`config.mk`:
```
export PLATFORM = sky130hd
export DESIGN_NAME = sm3_msg_arb
export DESIGN_NICKNAME = d
export VERILOG_FILES = /design/src/rtl/sm3_msg_arb.sv
export SDC_FILE = /design/constraint.sdc
export NUM_CORES = 1
export LEC_CHECK = 0
export ABC_AREA = 1
export BUFFER_PORTS_ARGS = -buffer_cell sky130_fd_sc_hd__buf_2
export CAP_MARGIN = 30
export CORE_AREA = 4 4 268 270
export DETAILED_ROUTE_END_ITERATION = 10
export DIE_AREA = 0 0 272 274
export GPL_TIMING_DRIVEN = 0
export PLACE_DENSITY = 0.4
export SKIP_LAST_GASP = 1
export SLEW_MARGIN = 20
export SYNTH_ARGS = -nofsm -noshare
export SYNTH_HDL_FRONTEND = slang
export SYNTH_SLANG_ARGS = --single-unit
```
`constraint.sdc`:
```
create_clock -name clk -period 2.1 [get_ports clk]
set_clock_uncertainty 0.15 [all_clocks]
set_input_delay 0.21 -clock clk [delete_from_list [all_inputs] [get_ports clk]]
set_output_delay 0.21 -clock clk [all_outputs]
set_load 0.03 [all_outputs]
```
`src/rtl/sm3_msg_arb.sv`:
```
// sm3_arb_fifo: small synchronous FIFO with wrapping pointers and an occupancy count.
// Latency: a pushed entry is visible at dout on the cycle after the push.
// Backpressure: none internally; the caller must not push when full or pop when empty.
module sm3_arb_fifo #(
    parameter int W   = 2,
    parameter int DEP = 4
) (
    input  logic                   clk,
    input  logic                   rst_n,
    input  logic                   push,
    input  logic                   pop,
    input  logic [W-1:0]           din,
    output logic [W-1:0]           dout,
    output logic                   full,
    output logic                   empty,
    output logic [$clog2(DEP):0]   cnt
);
    localparam int AW = $clog2(DEP);

    logic [W-1:0]  mem [DEP];
    logic [AW-1:0] wr_ptr;
    logic [AW-1:0] rd_ptr;

    always_ff @(posedge clk or negedge rst_n) begin
        if (!rst_n) begin
            wr_ptr <= '0;
            rd_ptr <= '0;
            cnt    <= '0;
        end else begin
            if (push) wr_ptr <= wr_ptr + 1'b1;
            if (pop)  rd_ptr <= rd_ptr + 1'b1;
            case ({push, pop})
                2'b10:   cnt <= cnt + 1'b1;
                2'b01:   cnt <= cnt - 1'b1;
                default: cnt <= cnt;
            endcase
        end
    end

    // Storage carries no reset; occupancy alone decides what is valid.
    always_ff @(posedge clk) begin
        if (push) mem[wr_ptr] <= din;
    end

    assign dout  = mem[rd_ptr];
    assign full  = (cnt == (AW+1)'(DEP));
    assign empty = (cnt == '0);
endmodule

// sm3_msg_arb: round-robin whole-message arbiter in front of one SM3 pipeline; routes digests back by grant order.
// Latency: granted beats pass combinationally; one bubble cycle per grant; digest leaves 1 cycle after cmprss_vld_i.
// Backpressure: dn_rdy_i goes straight to the granted requester; no grant while ID FIFO full. SM3_ARB_STAT_EN adds message counters.
module sm3_msg_arb #(
    parameter int NUM_REQ     = 4,
    parameter int DW          = 32,
    parameter int ID_FIFO_DEP = 4
) (
    input  logic                    clk,
    input  logic                    rst_n,
    input  logic [NUM_REQ*DW-1:0]   req_data_i,
    input  logic [NUM_REQ-1:0]      req_vld_i,
    input  logic [NUM_REQ-1:0]      req_lst_i,
    output logic [NUM_REQ-1:0]      req_rdy_o,
    output logic [DW-1:0]           dn_data_o,
    output logic                    dn_vld_o,
    output logic                    dn_lst_o,
    input  logic                    dn_rdy_i,
    input  logic [255:0]            cmprss_res_i,
    input  logic                    cmprss_vld_i,
    output logic [255:0]            res_o,
    output logic [NUM_REQ-1:0]      res_vld_o,
    output logic                    busy_o,
    output logic                    err_o
`ifdef SM3_ARB_STAT_EN
    ,
    input  logic                    stat_clr_i,
    output logic [NUM_REQ*16-1:0]   stat_msg_cnt_o
`endif
);
    localparam int IDW = $clog2(NUM_REQ);
    localparam int CW  = $clog2(ID_FIFO_DEP) + 1;

    typedef enum logic {IDLE, XFER} state_t;

    state_t          state;
    state_t          state_nxt;
    logic [IDW-1:0]  gnt_id;
    logic [IDW-1:0]  rr_ptr;
    logic [IDW-1:0]  pick_id;
    logic            pick_vld;
    logic            grant;
    logic            msg_done;
    logic            pop;
    logic            fifo_full;
    logic            fifo_empty;
    logic [IDW-1:0]  head_id;
    logic [CW-1:0]   fifo_cnt;

    // Lowest offset from rr_ptr wins, so scan offsets from high to low.
    always_comb begin
        pick_vld = 1'b0;
        pick_id  = '0;
        for (int i = NUM_REQ - 1; i >= 0; i--) begin
            int j;
            j = int'(rr_ptr) + i;
            if (j >= NUM_REQ) j = j - NUM_REQ;
            if (req_vld_i[j]) begin
                pick_vld = 1'b1;
                pick_id  = IDW'(j);
            end
        end
    end

    assign grant    = (state == IDLE) && pick_vld && !fifo_full;
    assign msg_done = (state == XFER) && req_vld_i[gnt_id] && req_lst_i[gnt_id] && dn_rdy_i;
    assign pop      = cmprss_vld_i && !fifo_empty;

    always_ff @(posedge clk or negedge rst_n) begin
        if (!rst_n) state <= IDLE;
        else        state <= state_nxt;
    end

    always_comb begin
        state_nxt = state;
        case (state)
            IDLE:    if (grant)    state_nxt = XFER;
            XFER:    if (msg_done) state_nxt = IDLE;
            default: state_nxt = IDLE;
        endcase
    end

    always_comb begin
        dn_vld_o  = 1'b0;
        dn_lst_o  = 1'b0;
        dn_data_o = '0;
        req_rdy_o = '0;
        if (state == XFER) begin
            dn_vld_o          = req_vld_i[gnt_id];
            dn_lst_o          = req_lst_i[gnt_id];
            dn_data_o         = req_data_i[gnt_id*DW +: DW];
            req_rdy_o[gnt_id] = dn_rdy_i;
        end
    end

    always_ff @(posedge clk or negedge rst_n) begin
        if (!rst_n) begin
            gnt_id <= '0;
            rr_ptr <= '0;
        end else begin
            if (grant) gnt_id <= pick_id;
            if (msg_done) rr_ptr <= (gnt_id == IDW'(NUM_REQ - 1)) ? '0 : gnt_id + 1'b1;
        end
    end

    sm3_arb_fifo #(
        .W   (IDW),
        .DEP (ID_FIFO_DEP)
    ) u_id_fifo (
        .clk   (clk),
        .rst_n (rst_n),
        .push  (grant),
        .pop   (pop),
        .din   (pick_id),
        .dout  (head_id),
        .full  (fifo_full),
        .empty (fifo_empty),
        .cnt   (fifo_cnt)
    );

    // A digest with nothing outstanding is dropped and flagged, never routed.
    always_ff @(posedge clk or negedge rst_n) begin
        if (!rst_n) begin
            res_o     <= '0;
            res_vld_o <= '0;
            err_o     <= 1'b0;
        end else begin
            res_vld_o <= '0;
            if (pop) begin
                res_o     <= cmprss_res_i;
                res_vld_o <= NUM_REQ'(1) << head_id;
            end
            if (cmprss_vld_i && fifo_empty) err_o <= 1'b1;
        end
    end

    assign busy_o = (state == XFER) || (fifo_cnt != '0);

`ifdef SM3_ARB_STAT_EN
    for (genvar k = 0; k < NUM_REQ; k++) begin : g_stat
        logic [15:0] cnt_q;
        always_ff @(posedge clk or negedge rst_n) begin
            if (!rst_n)                                     cnt_q <= '0;
            else if (stat_clr_i)                            cnt_q <= '0;
            else if (res_vld_o[k] && (cnt_q != 16'hFFFF))   cnt_q <= cnt_q + 16'd1;
        end
        assign stat_msg_cnt_o[k*16 +: 16] = cnt_q;
    end
`endif
endmodule

```
### After elaboration in Yosys (flattened, before gate mapping)

Memory sizes are Yosys's and may differ from the RTL's.
Cells that the tools add are included.

| storage, ports and cells | value |
|---|---|
| output and inout port bits | 300 |
| memories kept | 1 |
| bits in read-only memories | 0 |
| input bits | 396 |
| memory bits (writable) | 8 |
| logic and storage cells | 95 |
| latch bits | 0 |
| bits in registers | 273 |

Memory list:

| memory | depth | width | rd ports | clocked after Yosys merged registers in | write ports | line | RTL |
|---|---|---|---|---|---|---|---|
| u_id_fifo.mem | 4 | 2 | 1 | 0 | 1 | 20 | `logic [W-1:0] mem [DEP];` |

| operators by class | value |
|---|---|
| order comparisons | 10 |
| $add $sub $neg | 12 |
| divide/modulo/power cells | 0 |
| multiplexer cells | 41 |
| reductions and logical operators | 14 |
| equality and inequality tests | 4 |
| shift-type cells | 2 |
| bitwise operators | 2 |
| multipliers | 0 |

Operator list:

| operator | number |
|---|---|
| $mux W32 | 5 |
| $lt A32 B4 Y1 const B | 4 |
| $shiftx A128 B8 Y32 | 1 |
| $mux W1 | 20 |
| $bmux W1 S2 | 6 |
| $sub A3 B3 Y4 const B | 3 |
| $mux W2 | 5 |
| $ge A3 B3 Y1 const B | 3 |
| $logic_and A1 B1 Y1 | 8 |
| $mux W4 | 2 |
| $add A2 B1 Y2 const B | 3 |
| $add A2 B2 Y3 const B | 2 |
| $pmux W3 S2 | 1 |
| $and A4 B4 Y4 | 1 |
| $eq A2 B2 Y1 const B | 2 |
| $shl A1 B2 Y4 const A | 1 |
| $sub A2 B3 Y4 const B | 1 |
| $add A2 B1 Y3 const B | 1 |
| $add A3 B1 Y3 const B | 1 |
| $eq A3 B3 Y1 const B | 1 |
| $ge A2 B3 Y1 const B | 1 |
| $logic_not A3 Y1 | 1 |
| $lt A2 B3 Y1 const B | 1 |
| $reduce_bool A3 Y1 | 1 |
| other kinds (9) | 10 |

### Logic depth before layout (Yosys ltp)

| logic depth | value |
|---|---|
| depth in word-level cells | 14 |
| gate-level depth with buffers | 12 |
| mapped depth without buffers | 11 |

### Modules after synthesis

Synthesis repeated with hierarchy kept, for this count alone.

| second synthesis, totals | value |
|---|---|
| cells, all modules | 1515 |
| area, all modules | 12192.9 um^2 |

By module, submodules not included:

| module | times used | cells an instance | sequential area each (um^2) | area an instance (um^2) |
|---|---|---|---|---|
| sm3_msg_arb | 1 | 1443 | 6656.4 | 11451.0 |
| sm3_arb_fifo | 1 | 72 | 415.4 | 742.0 |

### Worst setup path after synthesis

OpenSTA, ideal clock, no wires.

| timing path | value |
|---|---|
| path kind | reg2reg |
| from | reg rr_ptr[0] |
| to | reg u_id_fifo.cnt[2] |
| required time | 1819 ps |
| cell stages (with the launch flop) | 13 |
| path buffers | 1 |
| arrival time | 1932 ps |
| library setup time | 131 ps |
| slack | -113 ps |
| cell sequence | dfrtp_1 -> buf_4 -> nand2_1 -> o21ai_1 -> nor2_1 -> nand3_1 -> nand2_2 -> ha_1 -> inv_1 -> fa_1 -> a21oi_1 -> o21ai_0 -> xor2_1 |

| between the ends | value |
|---|---|
| word-level cells in the longest chain between the ends | 14 |
| elaborated cells on any way between the ends | 37 |
| classes of those cells | add/sub (7); order compare (4); eq/ne (2); mux (21); reduce/logical (3) |

RTL lines:

| what | line | RTL |
|---|---|---|
| start: declaration | 88 | `logic [IDW-1:0] rr_ptr;` |
| start signal: assignment | 151 | `if (msg_done) rr_ptr <= (gnt_id == IDW'(NUM_REQ - 1)) ? '0 : gnt_id + 1'b1;` |
| $add A2 B2 Y3 | 105 | `j = int'(rr_ptr) + i;` |
| $sub A3 B3 Y4 / $ge A3 B3 Y1 (equally long branches) | 106 | `if (j >= NUM_REQ) j = j - NUM_REQ;` |
| $mux W32 | 106 |  |
| $bmux W1 S2 | 107 | `if (req_vld_i[j]) begin` |
| $mux W1 (not written as such) (2 in a row) | 107 |  |
| $mux W1 (3 in a row) | 107 |  |
| $mux W1 * | 107 |  |
| $logic_and A1 B1 Y1 * (2 in a row) | 114 | `assign grant = (state == IDLE) && pick_vld && !fifo_full;` |
| $eq A2 B1 Y1 / $eq A2 B2 Y1 (equally long branches) | 32 | `case ({push, pop})` |
| $pmux W3 S2 / $reduce_bool A2 Y1 (equally long branches) | n/a |  |
| end signal: assignment | 33 | `2'b10: cnt <= cnt + 1'b1;` |
| end signal: assignment | 34 | `2'b01: cnt <= cnt - 1'b1;` |
| end signal: assignment | 35 | `default: cnt <= cnt;` |
| end: declaration | 16 | `output logic [$clog2(DEP):0] cnt` |

Mark *: on every way between the ends. The rest lies on a longest branch, timed or not. The select of a mux whose other input is x is not followed.
A chain may end at the register's enable or synchronous reset.

### Worst setup path after layout

| timing path | value |
|---|---|
| from | reg gnt_id[0] |
| to | out dn_data_o[11] |

| between the ends | value |
|---|---|
| word-level cells in the longest chain between the ends | 2 |

RTL lines:

| what | line | RTL |
|---|---|---|
| start: declaration | 87 | `logic [IDW-1:0] gnt_id;` |
| start signal: assignment | 150 | `if (grant) gnt_id <= pick_id;` |
| $shiftx A128 B8 Y32 | 140 | `dn_data_o = req_data_i[gnt_id*DW +: DW];` |
| $mux W32 | 137 | `if (state == XFER) begin` |
| end: declaration | 64 | `output logic [DW-1:0] dn_data_o,` |

Every way passes these cells.

==> impl_metrics.yaml <==
status:
  status: "finished, violations left"
  violations: "setup timing"
placed_design:
  gp_congestion: 0.9584
  place.port_buffers: 695
  pre_cts_ws_ns: -0.8838
  post-dp-hpwl_microns: 48250
yosys:
  synth_top_area_share_pct: 56.17
  yosysUniqueCellTypes: 28
  avgSynthCellArea_sq_um: 8.054
  ys_top_cells_by_count: "nand2_1 (819), dfrtp_1 (273), nor2_1 (147), o21ai_0 (69), a21oi_1 (39)"
  synth.most_common_cell: "nand2_1"
  synth.area.top_cells: "dfrtp_1 (56%), nand2_1 (25%), nor2_1 (4.5%)"
  synth_fp_nets: 1916
  ys_seq_area_share_pct: 58.15
  netlist_area_sq_mm: 0.01216
  synth_edf_count: 8
  synth-seq-cells: 281
  synth_largest_area_cell: "dfrtp_1"
  synth_ff_type: "dfrtp_1"
  ys_warn_count: 0
  synthArstFlopShare_pct: 97.15
  synthCells: 1510
drt:
  vias_per_cell: 3.948
  dr.pass1.iters: 4
  vias: 13900
  finalWirelength_microns: 61670
  wire_per_inst_microns: 17.51
  drcViolationCount: 0
  drt_iter0_drc: 519
  postRouteAntennaNets: 0
timing:
  maxSlewViolCount: 0
  tns_ns: -8.060
  hold_violations: 0
  slew_headroom_pct: 59.90
  fin_crit_sh_pct: 113.3
  min_period_ns: 2.380
  layout_setup_ws_ns: -0.2801
  max_freq_mhz: 420.2
  whs_ns: 0.08351
  rsz0062_at_grt: "true"
  tightest_slew_ns: 0.6015
  setup_viol_count_final: 40
worst_setup_path:
  path_cells: "buf_8 -> buf_12 -> buf_8 -> nor2_4 -> nor2_2 -> o21ai_2 -> a21oi_2 -> buf_6"
  r2r_start: "gnt_id[0]$_DFFE_PN0P_"
  start_kind: "flop"
  cp_common_cell: "buf_8"
  worstSetupPathType: "reg2out"
  critPathMaxFanout: 8
  r2r_setup_slack_ns: -0.12
  crit_slowest_cell: "dfrtp_1"
  reg2reg_depth: 15
  regToRegEndpoint: "state$_DFF_PN0_"
  slowest_delay_ns: 0.39
  crit_path_end_kind: "output pin"
  cp_data_arrival_time_ns: 2.02
  path_buf_inv: 4
  required_ns: 1.74
  cp_top_family: "buffers and inverters"
clock_tree:
  tritoncts: "built"
  clock-root-buffer: "clkbuf_16"
  cts-buffers-inserted: 37
  cts_sinks: 281
  htree_levels: 2
  clockBufferDepth: 3
  clk_latency_ns: 0.55
  cts.clk_slew.worst_paths_ns: 0.06
die:
  io_pins: 696
  core-area_sq_mm: 0.06954
  initial_core_util_pct: 17.49
  die_w_microns: 272
  row_count: 97
  die_h_microns: 274
  die_area_sq_mm: 0.07453
global_route:
  use_met1_pct: 17.53
  grt-ovfl-total: 0
  grt_pass1_vias: 14630
  grt_first_pass_wirelength_microns: 90040
  busiest_layer: "met2"
  groute.layer.met3.usage_pct: 3.841
  grt_usage_pct: 15.72
  antenna_found_initial: 4
  grt_max_degree: 83
  use_met2_pct: 28.94
cells_and_area:
  n_fill_cell: 7488
  syn2layout_area_growth_pct: 81.23
  final_nets: 2956
  drive_above_1_share_pct: 37.74
power_and_ir_drop:
  powerDensity_mw_per_mm2: 1421
  power_leakage_uw: 0.01184
  vdd_ir_drop_max_mv: 0.8320
min_path:
  min_path_type: "in2async"
job:
  maxCapViolations: 0
==> cell type report <==
type	instances	area [sq um]	area share, %
antenna	3	7.507	0.03406
buffer	80	653.1	2.963
clock buffer	52	1042	4.729
clock inverter	15	214.0	0.9707
inverter	34	155.1	0.7039
multi-input combinational	1113	4905	22.25
sequential	281	7072	32.08
tap	940	1176	5.336
timing repair buffer	1003	6817	30.93
==> state kept, by name (all words and copies together), names as in the netlist, 2 cells and up <==
| name | count |
|---|---|
| u_id_fifo.cnt | 3 |
| u_id_fifo.rd_ptr | 2 |
| u_id_fifo.mem | 8 |
| res_vld_o | 4 |
| res_o | 256 |
| rr_ptr | 2 |
| gnt_id | 2 |
| u_id_fifo.wr_ptr | 2 |
==> cell families (layout without fill, tap and decap cells) <==
kind of cell,after synthesis,after routing,synth area share [%]
AO/OA/AOI/OAI,113,113,4.794
XOR/XNOR,5,5,0.3601
adder cells (fa/ha/maj),10,10,1.091
buffers and inverters,116,1184,4.835
flip-flops,281,281,58.15
other,0,3,0
AND/OR/NAND/NOR,985,985,30.77
==> worst max path at each step <==
stage                                    to                         start  depth (start not counted)
6_report                      dn_data_o[11]         gnt_id[0]$_DFFE_PN0P_                          8
5_1_grt                       dn_data_o[14]         gnt_id[0]$_DFFE_PN0P_                          8
4_1_cts                       dn_data_o[12]         gnt_id[0]$_DFFE_PN0P_                          8
3_5_place_dp   u_id_fifo.cnt[2]$_DFFE_PN0P_  u_id_fifo.cnt[0]$_DFFE_PN0P_                         11
3_3_place_gp         res_o[144]$_DFFE_PN0P_                         rst_n                          1
2_1_floorplan  u_id_fifo.cnt[2]$_DFFE_PN0P_         rr_ptr[0]$_DFFE_PN0P_                         12
==> timing repair <==
action,4_1_cts,5_1_grt
cloned,3,3
hold buffers,263,0
buffers inserted,30,8
endpoints found under the setup margin,142,79
resized for setup,161,129
hold endpoints to repair,456,0
pin swaps,26,62
==> routing by layer <==
| metal | wire, microns | vias to the layer above |
|---|---|---|
| met5 | 0 | - |
| met4 | 2587 | 0 |
| met3 | 4240 | 121 |
| met2 | 31500 | 562 |
| met1 | 23340 | 6483 |
| li1 | - | 6734 |
==> stage by stage <==
stage / power [uW] / utilization [%] / instance area, sq um / cells
floorplan: 17180 / - / 12170 / 1510
global placement: 22470 / 24.19 / 16820 / 3145
detailed placement: 22530 / 24.33 / 16920 / 3148
CTS: 31000 / 31.01 / 21570 / 3510
global route: 33260 / 31.69 / 22040 / 3519
finish: 31320 / 31.69 / 22040 / 3521
==> power breakdown <==
part           switching (uW)  internal, uW
registers                1030          7410
logic                   10900          5460
clock network            2590          3890
==> worst min-delay path, delay by kind of cell <==
kind                   cells  cell delay, ns
buffers and inverters      3            0.89
==> placed cells by master, fill, tap and decap left out, types with 11 or more instances in the layout <==
master         instances
nor2_1               113
a21oi_1               25
nand2_1              805
dlygate4sd3_1        261
o21ai_1               25
o21ai_0               31
nand2_2               11
dfrtp_1              273
nand3_1               11
o21ai_2               13
inv_1                 24
a21oi_2               14
nor2_4                13
clkbuf_1              14
nor2_2                22
clkbuf_16             41
buf_4                 78
buf_2                680
buf_6                 28
Note: power is estimated with default switching activity, not from simulation.
